File: config.mk
export PLATFORM = sky130hd
export DESIGN_NAME = sseg_scan_driver
export DESIGN_NICKNAME = d
export VERILOG_FILES = /design/src/rtl/sseg_pkg.sv /design/src/rtl/bcd_to_sseg.sv /design/src/rtl/sseg_scan_driver.sv
export SDC_FILE = /design/constraint.sdc
export NUM_CORES = 1
export LEC_CHECK = 0
export CELL_PAD_IN_SITES_DETAIL_PLACEMENT = 1
export CELL_PAD_IN_SITES_GLOBAL_PLACEMENT = 2
export CORE_MARGIN = 3
export CORE_UTILIZATION = 37
export DETAILED_ROUTE_END_ITERATION = 10
export HOLD_SLACK_MARGIN = 0.12
export PLACE_DENSITY = 0.75
export SLEW_MARGIN = 20
export SYNTH_ARGS = -nofsm -noshare
export SYNTH_HDL_FRONTEND = slang
export SYNTH_SLANG_ARGS = --single-unit
File: constraint.sdc
create_clock -name clk -period 3 [get_ports clk]
set_clock_uncertainty 0.1 [all_clocks]
set_input_delay 0.9 -clock clk [delete_from_list [all_inputs] [get_ports clk]]
set_output_delay 0.9 -clock clk [all_outputs]
set_load 0.1 [all_outputs]
File: src/rtl/sseg_pkg.sv
// Shared types and active-low segment patterns for the seven-segment scan driver.
package sseg_pkg;

  typedef logic [1:0] digit_idx_t;
  typedef logic [3:0] bcd_t;

  // Segment order is {g,f,e,d,c,b,a}; a 0 lights the segment.
  localparam logic [6:0] SEG_BLANK = 7'b1111111;
  localparam logic [6:0] SEG_DASH  = 7'b0111111;

  localparam logic [6:0] SEG_0 = 7'b1000000;
  localparam logic [6:0] SEG_1 = 7'b1111001;
  localparam logic [6:0] SEG_2 = 7'b0100100;
  localparam logic [6:0] SEG_3 = 7'b0110000;
  localparam logic [6:0] SEG_4 = 7'b0011001;
  localparam logic [6:0] SEG_5 = 7'b0010010;
  localparam logic [6:0] SEG_6 = 7'b0000010;
  localparam logic [6:0] SEG_7 = 7'b1111000;
  localparam logic [6:0] SEG_8 = 7'b0000000;
  localparam logic [6:0] SEG_9 = 7'b0010000;

endpackage

File: src/rtl/bcd_to_sseg.sv
// Combinational BCD to active-low seven-segment decoder with a blank override.
module bcd_to_sseg
  import sseg_pkg::*;
(
  input  bcd_t       value,
  input  logic       blank,
  output logic [6:0] seg
);

  always_comb begin
    seg = SEG_DASH;
    if (blank) begin
      seg = SEG_BLANK;
    end else begin
      unique case (value)
        4'd0:    seg = SEG_0;
        4'd1:    seg = SEG_1;
        4'd2:    seg = SEG_2;
        4'd3:    seg = SEG_3;
        4'd4:    seg = SEG_4;
        4'd5:    seg = SEG_5;
        4'd6:    seg = SEG_6;
        4'd7:    seg = SEG_7;
        4'd8:    seg = SEG_8;
        4'd9:    seg = SEG_9;
        default: seg = SEG_DASH;
      endcase
    end
  end

endmodule

File: src/rtl/sseg_scan_driver.sv
// Time-multiplexes four BCD digits onto a common-anode display, snapshotting the
// inputs once per frame so a frame never mixes old and new digits.
module sseg_scan_driver
  import sseg_pkg::*;
#(
  parameter int REFRESH_DIV   = 100000,
  parameter int DP_POS        = 2,
  parameter int BLANK_LEADING = 1
) (
  input  logic       clk,
  input  logic       reset,
  input  logic [3:0] d0,
  input  logic [3:0] d1,
  input  logic [3:0] d2,
  input  logic [3:0] d3,
  output logic [6:0] seg,
  output logic [3:0] an,
  output logic       dp
);

  localparam int PW = (REFRESH_DIV > 1) ? $clog2(REFRESH_DIV) : 1;
  localparam logic [PW-1:0] PRESC_LAST = PW'(REFRESH_DIV - 1);

  logic [PW-1:0] presc;
  digit_idx_t    idx;
  bcd_t          snap [4];
  logic          tick;
  logic          blank;
  bcd_t          cur_digit;
  logic [6:0]    seg_dec;

  assign tick      = (presc == PRESC_LAST);
  assign cur_digit = snap[idx];

  // A digit above the decimal point is blank only if it and every higher digit
  // are zero; invalid codes are non-zero and so stop the blanking.
  always_comb begin
    blank = 1'b0;
    if (BLANK_LEADING != 0 && int'(idx) > DP_POS) begin
      blank = 1'b1;
      for (int j = 0; j < 4; j++) begin
        if (j >= int'(idx) && snap[j] != 4'd0) blank = 1'b0;
      end
    end
  end

  bcd_to_sseg u_dec (
    .value (cur_digit),
    .blank (blank),
    .seg   (seg_dec)
  );

  always_ff @(posedge clk or posedge reset) begin
    if (reset) begin
      presc <= '0;
      idx   <= '0;
      for (int i = 0; i < 4; i++) snap[i] <= '0;
      an    <= 4'b1111;
      seg   <= SEG_BLANK;
      dp    <= 1'b1;
    end else begin
      presc <= tick ? '0 : presc + 1'b1;
      if (tick) idx <= idx + 2'd1;
      if (tick && idx == 2'd3) begin
        snap[0] <= d0;
        snap[1] <= d1;
        snap[2] <= d2;
        snap[3] <= d3;
      end
      an  <= ~(4'b0001 << idx);
      seg <= seg_dec;
      dp  <= (int'(idx) == DP_POS) ? 1'b0 : 1'b1;
    end
  end

endmodule

=== Yosys cells after proc, flatten, opt, wreduce, memory -nomap -nowiden ===
Memories as Yosys holds them, arrays and structs flattened.
Index checks and enable logic that the tools add are counted.

* Memories: 1
* Word-level logic and storage cells: 42
* Bits in read-only memories: 112
* Latch bits: 0
* Register bits after elaboration: 47
* RAM bits: 0
* Input port bits: 18

{| class="wikitable"
|+ Memory list
! name !! words !! bits a word !! rd ports !! clocked after memory_dff !! write ports !! RTL line !! source
|-
| (name not given) || 16 || 7 || 1 || 0 || 0 || bcd_to_sseg.sv:15 || <nowiki>unique case (value)</nowiki>
|}

* Reductions and logical operators: 8
* Divide/modulo/power cells: 0
* Bitwise logic cells: 2
* Magnitude comparators: 5
* Multiplexer cells: 11
* Shifts and indexed selects: 1
* Multiply operators: 0
* Equality and inequality tests: 3
* Add/subtract/negate cells: 2

{| class="wikitable"
|+ Operators with widths
! operator !! number
|-
| adder 17 x 1 -> 17 bit, second input constant || 1
|-
| == test 17 bit, second input constant || 1
|-
| 2-to-1 mux 17 bit || 1
|-
| nonzero test 4 bit || 4
|-
| binary-select mux 4 bit (select 2 bit) || 1
|-
| 2-to-1 mux 4 bit || 2
|-
| 2-to-1 mux 7 bit || 1
|-
| 2-to-1 mux 1 bit || 6
|-
| == test 2 bit, second input constant || 2
|-
| greater-or-equal comparator 1 x 2 -> 1 bit, first input constant || 2
|-
| logical AND 1 bit || 4
|-
| NOT 4 bit || 1
|-
| left shift 1 x 2 -> 4 bit, first input constant || 1
|-
| greater-or-equal comparator 3 bit, second input constant || 1
|-
| NOT 2 -> 3 bit || 1
|-
| adder 2 x 1 -> 2 bit, second input constant || 1
|-
| greater-or-equal comparator 2 bit, first input constant || 1
|-
| > comparator 2 bit, second input constant || 1
|}

=== Depth between registers and ports, before layout ===
* Word-level depth: 8
* Depth in mapped cells: 7

=== Cells and area by module ===
A second synthesis with hierarchy kept.

* Cell total of the unflattened synthesis: 191
* Area, all modules: 2,329.7 um^2

{| class="wikitable"
|+ By module, submodules not included
! module !! instances !! area an instance (um^2) !! sequential area each (um^2) !! cells an instance
|-
| sseg_scan_driver || 1 || 2,094.5 || 1,164.9 || 156
|-
| bcd_to_sseg || 1 || 235.2 || 0.0 || 35
|}

=== Least setup slack after synthesis ===
No wires, ideal clock.

* Path kind: flip-flop to output port
* Start: reg an[2]
* End: out an[2]
* Stages on the path, launching flop included: 2
* Path slack: 0.783 ns
* Arrival time: 1.217 ns
* Path buffers: 1
* Path through: dfstp_2 buf_4

{| class="wikitable"
|+ RTL lines
! item !! RTL line !! source
|-
| from (decl) || sseg_scan_driver.sv:17 || <nowiki>output logic [3:0] an,</nowiki>
|-
| from (signal assigned) || sseg_scan_driver.sv:70 || <nowiki>an <= ~(4'b0001 << idx);</nowiki>
|}

No word-level cell between the ends.

=== Worst setup path after layout ===
* Start: reg presc[13]
* End: reg snap[7] (netlist name)

* Cells in the longest elaborated chain, start to end: 2

{| class="wikitable"
|+ RTL lines
! item !! RTL line !! source
|-
| from (decl) || sseg_scan_driver.sv:24 || <nowiki>logic [PW-1:0] presc;</nowiki>
|-
| from (signal assigned) || sseg_scan_driver.sv:62 || <nowiki>presc <= tick ? '0 : presc + 1'b1;</nowiki>
|-
| == test 17 bit || sseg_scan_driver.sv:32 || <nowiki>assign tick = (presc == PRESC_LAST);</nowiki>
|-
| logical AND 1 bit || sseg_scan_driver.sv:64 || <nowiki>if (tick && idx == 2'd3) begin</nowiki>
|-
| to (decl) || sseg_scan_driver.sv:26 || <nowiki>bcd_t snap [4];</nowiki>
|}

Every way passes these cells.
A chain may end at the register's enable or synchronous reset.

==> run_results.csv <==
group,metric,value,unit
status,status,"completed",
logic_synthesis,ys_ff_latch,46,
power_and_ir_drop,ir_worst_vdd,181,uV
timing,setup_viol,0,
global_route,grt_pass1_vias,1639,
detailed_routing,postRouteAntennaNets,0,
logic_synthesis,synth_area,2260,um^2
timing,fin_crit_sh,75.6,%
detailed_routing,avgRoutedWirePerCell,16.6,um
detailed_routing,vias,1486,
cts,h-tree-depth,2,
cells_and_area,syn_to_final_growth,18.9,%
worst_hold_path,hold_path_end,"presc[0]",
place,portBuffers,29,
detailed_routing,viasPerCell,5.11,
worst_setup_path,r2r-start,"presc[13]",
logic_synthesis,ys_types,34,
logic_synthesis,synth-compound-area-share,5.09,%
timing,hold_viol,0,
cts,numClockSinks,46,
detailed_routing,first_pass_iters,4,
worst_hold_path,min-delay-start,"presc[0]",
worst_setup_path,crit_buf_inv,0,
power_and_ir_drop,power.density,447,nW/um^2
detailed_routing,drt-initial-drc-count,51,
logic_synthesis,synthAdderAreaFrac,6.08,%
worst_setup_path,crit_path_start_kind,"register",
place,place.gp.congestion,0.760,
cts,cts_hold_buffers,0,
place,dp_worst_setup_slack,0.734,ns
cells_and_area,instances_no_fill,291,
cts,cts_buffer_depth,2,
worst_setup_path,slowest_delay,0.56,ns
logic_synthesis,synthXorXnorAreaFrac,5.42,%
timing,layout_min_cycle_time,2.27,ns
logic_synthesis,synth_top_area_share,38.7,%
timing,grt_setup_unrepaired,"false",
worst_setup_path,worstSetupPathType,"reg2reg",
worst_setup_path,r2r_slack,0.73,ns
worst_setup_path,crit_fanout,16,
cts,cts_tree,"yes",
place,numPlacedInstances,283,
worst_setup_path,slowest_stage,"or4b_4",
global_route,overflow,0,
worst_setup_path,cp_cell_sequence,"or4b_4 -> nor4_4 -> nand3_4 -> mux2_4",
timing,worst_slew_pin_slew,0.703,ns
logic_synthesis,synthTopCellsByArea,"dfrtp_1 (39%), dfstp_2 (13%), mux2_4 (6.6%)",
cts,cts_made_buffers,5,
worst_setup_path,path_delay_family,"simple AND/OR/NAND/NOR gates",
cts,cts_resized,0,
worst_setup_path,crit_required,3.09,ns
detailed_routing,routed_wl,4.84,mm
logic_synthesis,yosysWarnings,0,
cts,post-cts-setup-buffer-count,0,
worst_setup_path,worst_ep_arrival_time,2.35,ns
global_route,antenna_found_initial,0,
floorplan,die_w,84.2,um
cts,clkSlewWorstSetupHoldPaths,0.09,ns
cells_and_area,num_antenna_cells,0,
floorplan,fp.dieH,84.2,um
global_route,grtUsageTotal,15.0,%
logic_synthesis,syn_nets,216,
worst_setup_path,rr_endpoint,"snap[7]",
floorplan,core_area,5710,um^2
timing,fin_setup_tns,0,ns
worst_setup_path,r2r_cells,4,
global_route,grt_pass1_wl,8.47,mm
floorplan,start_util,39.6,%
logic_synthesis,synth_top_family_by_area,"simple AND/OR/NAND/NOR gates",
cells_and_area,final_net_count,247,
worst_hold_path,holdCritPathClass,"reg2reg",
global_route,grt_start_max_net_pins,29,
timing,max_freq,441,MHz
timing,slew_headroom,52.8,%
logic_synthesis,yosys.area_share.simple,14.6,%
logic_synthesis,syn_avg_cell_area,12.1,um^2
cells_and_area,drive_gt1_share,26.5,%
floorplan,dieArea,7090,um^2
worst_setup_path,end_kind,"register",
place,dpl.hpwl,3.71,mm
timing,maxSlewViolCount,0,
timing,setup_ws,0.731,ns
worst_hold_path,holdPathStages,1,
power_and_ir_drop,p_leak,0.00114,uW
cells_and_area,final_core_util,47.1,%
logic_synthesis,synth_top_cell_by_area,"dfrtp_1",
run,drv_cap,0,
floorplan,num_rows,27,
cts,cts_root_buf,"clkbuf_8",
logic_synthesis,synth_seq_area_share,51.5,%
floorplan,ioPinCount,30,
detailed_routing,drc_errors,0,
logic_synthesis,synth_mux_area_share,13.6,%
cts,insertion_delay,0.30,ns
logic_synthesis,synthesis.instances,187,
## layer usage
metal,up-vias,track usage (%),wire (um)
li1,707,-,-
met1,741,21.4,2350
met2,31,22.5,2270
met3,7,3.83,173
met4,0,4.53,54
met5,-,0,0
## worst reg2reg max path, cell delays in order (launching register included)
cell	delay (ns)
dfrtp_1	0.43
or4b_4	0.56
nor4_4	0.36
nand3_4	0.31
mux2_4	0.40
## layout by cell type (no fill, tap or decap), types with 3 or more instances in the layout
master | netlist | layout
dfrtp_1 | 35 | 35
clkdlybuf4s50_1 | 0 | 17
inv_1 | 13 | 12
buf_4 | 1 | 12
xnor2_1 | 11 | 11
ha_1 | 11 | 11
dfstp_2 | 11 | 11
nor2_1 | 10 | 10
o21ai_0 | 10 | 10
mux2_4 | 10 | 10
a21oi_1 | 8 | 8
nand3_1 | 7 | 7
nand2_1 | 7 | 7
mux2_2 | 6 | 6
nand2b_1 | 5 | 5
nand4_1 | 5 | 5
clkbuf_8 | 0 | 5
mux4_2 | 4 | 4
nor3_1 | 4 | 4
nor4_1 | 3 | 3
or3_1 | 3 | 3
xor2_1 | 3 | 3
## state kept, by name (all words and copies together) (netlist names)
| register | flops |
|---|---|
| seg | 7 |
| an | 4 |
| presc | 17 |
| snap | 16 |
| idx | 2 |
## power breakdown
group          internal, uW  switching (uW)  leakage, uW
combinational          56.2            97.7     0.000550
clock                   167             224    0.0000408
sequential              644            12.9     0.000553
## worst max path at each step
stage / cells after the start / start / slack [ns] / endpoint
5_1_grt: 4 / presc[13] / 0.61 / snap[5]
6_report: 4 / presc[13] / 0.73 / snap[7]
3_5_place_dp: 4 / presc[13] / 0.73 / snap[7]
2_1_floorplan: 1 / an[2] / 0.78 / an[2]
4_1_cts: 4 / presc[13] / 0.72 / snap[7]
3_3_place_gp: 4 / presc[13] / 0.81 / snap[1]
## final cells by class
class / count / area [um^2]
clock inverters: 3 / 23.8
well taps: 72 / 90.1
multi-input cells: 122 / 1010
fillers: 601 / 3020
repair buffers: 30 / 280
flip-flops and latches: 46 / 1160
clock buffers: 5 / 68.8
inverters: 13 / 48.8
## synth_stat cells (all sizes together)
cell type,number
nand4,5
and3,2
xor2,3
or4b,1
o21ai,10
a21oi,8
mux4,4
inv,13
xnor2,11
nand3,8
dfstp,11
nand2b,5
nor2b,2
and4,1
clkbuf,3
and2,2
a31o,1
dfrtp,35
or3,3
ha,11
buf,3
or2,2
nand2,7
a211oi,1
nor2,10
mux2,16
nor4,4
nor3,4
o41ai,1
## per-stage QoR
| stage | hold slack [ns] | total power, uW | instance area (um^2) |
|---|---|---|---|
| 2_1_floorplan | 0.355 | 771 | 2260 |
| 3_3_place_gp | 0.377 | 819 | 2600 |
| 3_5_place_dp | 0.397 | 824 | 2600 |
| 4_1_cts | 0.410 | 1220 | 2690 |
| 5_1_grt | 0.436 | 1260 | 2690 |
| 6_report | 0.405 | 1200 | 2690 |
## kinds of logic (layout without fill, tap and decap cells)
logic type	count (synthesis)	count (layout)
AND/OR/NAND/NOR	56	56
flip-flops	46	46
AO/OA/AOI/OAI	21	21
adder cells (fa/ha/maj)	11	11
multiplexers	20	20
XOR/XNOR	14	14
buffers and inverters	19	51
Note: power is estimated with default switching activity, not from simulation.
